## config.mk

```make
export PLATFORM = sky130hd
export DESIGN_NAME = alu_input_seq
export DESIGN_NICKNAME = d
export VERILOG_FILES = /design/src/rtl/alu_input_seq_pkg.sv /design/src/rtl/key_debounce.sv /design/src/rtl/alu_input_seq.sv
export SDC_FILE = /design/constraint.sdc
export NUM_CORES = 1
export LEC_CHECK = 0
export BUFFER_PORTS_ARGS = -buffer_cell sky130_fd_sc_hd__buf_2
export CAP_MARGIN = 20
export CORE_MARGIN = 2
export CORE_UTILIZATION = 51
export CTS_CLUSTER_SIZE = 28
export DETAILED_ROUTE_END_ITERATION = 8
export GPL_TIMING_DRIVEN = 1
export PLACE_DENSITY = 0.77
export SLEW_MARGIN = 20
export SYNTH_ARGS = -nofsm -noshare
export SYNTH_HDL_FRONTEND = slang
export SYNTH_SLANG_ARGS = --single-unit
export TNS_END_PERCENT = 1
```

## constraint.sdc

```tcl
create_clock -name CLK -period 2.05 [get_ports CLK]
set_clock_uncertainty 0.05 [all_clocks]
set_input_delay 0.41 -clock CLK [delete_from_list [all_inputs] [get_ports CLK]]
set_output_delay 0.41 -clock CLK [all_outputs]
set_load 0.02 [all_outputs]
```

## src/rtl/alu_input_seq_pkg.sv

```systemverilog
// rtl/alu_input_seq_pkg.sv - shared types and key index constants for the ALU input sequencer
package alu_input_seq_pkg;

    typedef logic [3:0] aluop_t;

    typedef enum logic {
        COLLECT = 1'b0,
        ISSUE   = 1'b1
    } seq_state_t;

    localparam int KEY_LOAD_A  = 0;
    localparam int KEY_LOAD_B  = 1;
    localparam int KEY_LOAD_OP = 2;
    localparam int KEY_EXEC    = 3;

endpackage

```

## src/rtl/key_debounce.sv

```systemverilog
// rtl/key_debounce.sv - 2-FF synchronizer plus counter debouncer for one active-low pushbutton
module key_debounce #(
    parameter int DEBOUNCE_CYCLES = 500000
) (
    input  logic CLK,
    input  logic nRST,
    input  logic raw_n,
    output logic pressed,
    output logic press_pulse
);

    localparam int CW = $clog2(DEBOUNCE_CYCLES + 1);

    logic          sync1_n;
    logic          sync2_n;
    logic          stable_n;
    logic [CW-1:0] cnt;

    // press_pulse is registered together with the stable flip, so it appears
    // in the same cycle the debounced level changes.
    always_ff @(posedge CLK) begin
        if (!nRST) begin
            sync1_n     <= 1'b1;
            sync2_n     <= 1'b1;
            stable_n    <= 1'b1;
            cnt         <= '0;
            press_pulse <= 1'b0;
        end else begin
            sync1_n     <= raw_n;
            sync2_n     <= sync1_n;
            press_pulse <= 1'b0;
            if (sync2_n == stable_n) begin
                cnt <= '0;
            end else if (cnt == CW'(DEBOUNCE_CYCLES - 1)) begin
                stable_n    <= sync2_n;
                cnt         <= '0;
                press_pulse <= ~sync2_n;
            end else begin
                cnt <= cnt + 1'b1;
            end
        end
    end

    assign pressed = ~stable_n;

endmodule

```

## src/rtl/alu_input_seq.sv

```systemverilog
// rtl/alu_input_seq.sv - key/switch input sequencer issuing ALU requests; SIGN_EXT_EN selects sign-extended operands
module alu_input_seq
    import alu_input_seq_pkg::*;
#(
    parameter int DEBOUNCE_CYCLES = 500000,
    parameter int DW              = 32
) (
    input  logic          CLK,
    input  logic          nRST,
    input  logic [3:0]    key_n,
    input  logic [17:0]   sw,
    output logic [DW-1:0] port_a,
    output logic [DW-1:0] port_b,
    output logic [3:0]    aluop,
    output logic          req_valid,
    input  logic          req_ready,
    output logic [2:0]    loaded,
    output logic          err
);

    logic [17:0]   sw_meta;
    logic [17:0]   sw_sync;
    logic [3:0]    ev;
    logic [3:0]    key_pressed;
    logic [DW-1:0] sw_ext;
    logic          unused_bits;

    seq_state_t    state, state_nxt;
    logic [DW-1:0] a_nxt, b_nxt;
    aluop_t        op_nxt;
    logic [2:0]    loaded_nxt;
    logic          valid_nxt;
    logic          err_nxt;

    for (genvar k = 0; k < 4; k++) begin : g_key
        key_debounce #(
            .DEBOUNCE_CYCLES(DEBOUNCE_CYCLES)
        ) u_key (
            .CLK        (CLK),
            .nRST       (nRST),
            .raw_n      (key_n[k]),
            .pressed    (key_pressed[k]),
            .press_pulse(ev[k])
        );
    end

    // Switches are quasi-static: synchronized only, never debounced.
    always_ff @(posedge CLK) begin
        if (!nRST) begin
            sw_meta <= '0;
            sw_sync <= '0;
        end else begin
            sw_meta <= sw;
            sw_sync <= sw_meta;
        end
    end

    assign unused_bits = &{1'b0, sw_sync[17:16], key_pressed};

`ifdef SIGN_EXT_EN
    assign sw_ext = {{(DW-16){sw_sync[15]}}, sw_sync[15:0]};
`else
    assign sw_ext = {{(DW-16){1'b0}}, sw_sync[15:0]};
`endif

    always_comb begin
        state_nxt  = state;
        a_nxt      = port_a;
        b_nxt      = port_b;
        op_nxt     = aluop_t'(aluop);
        loaded_nxt = loaded;
        valid_nxt  = req_valid;
        err_nxt    = 1'b0;
        case (state)
            COLLECT: begin
                if (ev[KEY_LOAD_A]) begin
                    a_nxt         = sw_ext;
                    loaded_nxt[0] = 1'b1;
                end
                if (ev[KEY_LOAD_B]) begin
                    b_nxt         = sw_ext;
                    loaded_nxt[1] = 1'b1;
                end
                if (ev[KEY_LOAD_OP]) begin
                    op_nxt        = aluop_t'(sw_sync[3:0]);
                    loaded_nxt[2] = 1'b1;
                end
                // Execute only counts against flags as they stood before this cycle.
                if (ev[KEY_EXEC]) begin
                    if (loaded == 3'b111 && ev[2:0] == 3'b000) begin
                        valid_nxt = 1'b1;
                        state_nxt = ISSUE;
                    end else begin
                        err_nxt = 1'b1;
                    end
                end
            end
            ISSUE: begin
                if (req_valid && req_ready) begin
                    valid_nxt = 1'b0;
                    state_nxt = COLLECT;
                end
            end
        endcase
    end

    always_ff @(posedge CLK) begin
        if (!nRST) begin
            state     <= COLLECT;
            port_a    <= '0;
            port_b    <= '0;
            aluop     <= '0;
            loaded    <= '0;
            req_valid <= 1'b0;
            err       <= 1'b0;
        end else begin
            state     <= state_nxt;
            port_a    <= a_nxt;
            port_b    <= b_nxt;
            aluop     <= op_nxt;
            loaded    <= loaded_nxt;
            req_valid <= valid_nxt;
            err       <= err_nxt;
        end
    end

endmodule

```

==> impl_metrics.csv <==
group,metric,value,unit
synthesis,synth_seq_cells,166,
finish,stdcell_area,7590,sq um
detailed_routing,remaining_drc_errors,0,
placed_design,io_buffers,63,
placed_design,post-place-cells,951,
setup_path,crit_path_cell_trace,"or4b_4 > or4_4 > o211ai_4 > buf_12 > a21oi_1",
worst_hold_path,hold_depth,2,
finish,antenna-diode-count,0,
detailed_routing,ant_nets,0,
synthesis,synth_edf_count,0,
setup_path,path_class,"reg -> reg",
sta,slew_headroom,54.5,%
worst_hold_path,hold_class,"in -> reg",
grt,grtUsageMet1,22.0,%
sta,period_needed,2.03,ns
synthesis,yosysMostFrequentCell,"dfxtp_1",
pwr,power.total,6370,uW
sta,setup_viol,0,
synthesis,synthTopCellsByArea,"dfxtp_1, nand2_1, xor2_1",
clock_network,clock_latency,0.42,ns
setup_path,path_max_fanout,19,
synthesis,synth_warnings,0,
synthesis,ys_seq_area_share,51.3,%
floorplanning,dieHeight,117,microns
grt,overflow,0,
floorplanning,row_count,41,
run_status,status,"completed",
detailed_routing,viasPerCell,5.10,
placed_design,dp_hpwl,8740,microns
setup_path,worst_ep_required_time,2.30,ns
sta,tightest_slew,0.683,ns
grt,grt_use_met2,34.0,%
grt,antenna_found_initial,0,
clock_network,h-tree-depth,4,
placed_design,placed_area,7020,sq um
grt,grt_pass1_vias,4804,
clock_network,cts_tree,"done",
clock_network,clockRootBuffer,"clkbuf_16",
sta,clock.fmax,493,MHz
grt,grtUsageTotal,19.4,%
finish,nets,827,
floorplanning,die_x,117,microns
clock_network,cts.sinks,166,
setup_path,arrival,2.28,ns
clock_network,clkSlewWorstSetupHoldPaths,0.06,ns
sta,maxSlewViolCount,0,
synthesis,synth_cells,716,
setup_path,crit_cells,5,
synthesis,yosys_most_used_dff,"dfxtp_1",
setup_path,reg2reg_slack,0.02,ns
finish,final_util,60.6,%
synthesis,yosys.area.top_type,"dfxtp_1",
setup_path,rr_worst_depth,5,
sta,rsz0062_at_grt,"yes",
grt,grt_max_degree,42,
detailed_routing,wl_per_cell,12.8,microns
synthesis,ys_types,46,
synthesis,synthArstFlopShare,0,%
grt,grt_pass1_wl,20900,microns
synthesis,synth_top_area_share,51.3,%
run,maxCapViolCount,0,
setup_path,cpPeakStageDelay,0.58,ns
floorplanning,dieArea,13600,sq um
grt,grt_most_used_layer,"met2",
clock_network,cts_made_buffers,17,
detailed_routing,drt_iter0_drc,409,
sta,hold_viol,0,
finish,stdcell_count,983,
detailed_routing,drt-total-wl,12500,microns
setup_path,path_delay_family,"simple AND/OR/NAND/NOR gates",
grt,grt_util_met3,4.88,%
floorplanning,coreArea,12500,sq um
setup_path,critPathBufInv,1,
placed_design,place_congestion,0.839,
setup_path,slowest_stage,"or4_4",
synthesis,syn_avg_cell_area,9.04,sq um
synthesis,syn_area,6470,sq um
finish,drive_above_1_share,17.0,%
floorplanning,start_util,51.7,%
pwr,leakagePower,0.00283,uW
detailed_routing,first_pass_iters,4,
floorplanning,ios,98,
clock_network,ctsHoldBuffers,0,
detailed_routing,vias,5018,
pwr,peakVddDrop,0.000513,V
synthesis,synth_common_cells,"dfxtp_1, nand2_1, nor2_1",
clock_network,cts.path.max_buffers,2,
sta,fin_crit_sh,98.9,%
setup_path,critPathLaunchType,"flop",
finish,syn2layout_area_growth,17.2,%
pwr,pwr_density_cell,840,nW/um^2
setup_path,end_kind,"flop",
path summary, 6_finish.rpt:
path / startpoint / endpoint
min: key_n[0] / g_key[0].u_key.sync1_n
max reg2reg: g_key[3].u_key.cnt[10] / g_key[3].u_key.cnt[13]
min reg2reg: g_key[0].u_key.sync1_n / g_key[0].u_key.sync2_n
max: g_key[3].u_key.cnt[10] / g_key[3].u_key.cnt[13]
worst reg2reg max path, stage by stage (launching register included):
cell and delay (ns):
dfxtp_2 0.32, or4b_4 0.52, or4_4 0.58, o211ai_4 0.20
buf_12 0.18, a21oi_1 0.05
where the power goes:
| part | switching, uW | leakage (uW) | internal, uW |
|---|---|---|---|
| combinational | 110 | 0.00121 | 51.6 |
| sequential | 17.0 | 0.00135 | 3260 |
| clock | 1350 | 0.000266 | 1580 |
metal layers:
metal,up-vias,share of wire (%)
li1,2539,-
met1,2353,44
met2,99,50
met3,27,3.8
met4,0,2.2
met5,-,0
cell families (layout without fill, tap and decap cells):
family / Yosys count / in the layout / share of synthesized area, %
XOR/XNOR: 54 / 54 / 7.31
adder cells (fa/ha/maj): 4 / 4 / 0.773
AO/OA/AOI/OAI: 82 / 82 / 7.38
other: 1 / 32 / 0.0579
flip-flops: 166 / 166 / 51.3
buffers and inverters: 72 / 136 / 6.28
multiplexers: 4 / 4 / 0.619
AND/OR/NAND/NOR: 333 / 333 / 26.2
through the flow:
step	setup WS (ns)	TNS (ns)	hold WS (ns)
2_1_floorplan	0.0101	0	0.336
3_3_place_gp	0.0613	0	0.341
3_5_place_dp	0.0312	0	0.342
4_1_cts	0.0114	0	0.110
5_1_grt	-0.0369	-0.224	0.120
6_report	0.0221	0	0.121
sequential cells by signal, summed over array words and instances, names as in the netlist, 16 cells and up:
signal	cells
sw_meta	16
sw_sync	16
port_b	16
g_key.u_key.cnt	76
port_a	16
cell type report:
class	instances	area, sq um
Fill cell	1044	4930
Sequential cell	166	3320
Multi-Input combinational cell	509	2870
Timing Repair Buffer	95	593
Clock buffer	18	429
Tap cell	172	215
Clock inverter	14	118
Inverter	9	33.8
cells in the final DEF (no fill, tap or decap), types with 4 or more instances in the layout:
| cell type | instances |
|---|---|
| dfxtp_1 | 165 |
| nand2_1 | 96 |
| nor2_1 | 73 |
| buf_2 | 63 |
| a21oi_1 | 49 |
| xor2_1 | 36 |
| and2_1 | 35 |
| conb_1 | 32 |
| buf_4 | 29 |
| nand4_1 | 25 |
| nand3_1 | 25 |
| xnor2_1 | 18 |
| clkbuf_16 | 17 |
| o21ai_0 | 14 |
| or3_1 | 12 |
| or4_1 | 10 |
| nand2b_1 | 10 |
| and4_1 | 9 |
| nor3_1 | 9 |
| inv_1 | 8 |
| and3_1 | 6 |
| nor4_1 | 6 |
| o31ai_1 | 6 |
| inv_6 | 5 |
| mux2i_1 | 4 |
| ha_1 | 4 |
timing repair:
| action | CTS | global route |
|---|---|---|
| setup buffers | 0 | 0 |
| resized for setup | 0 | 4 |
| setup endpoints to repair | 0 | 21 |
Power figures use the tool's default switching activity.
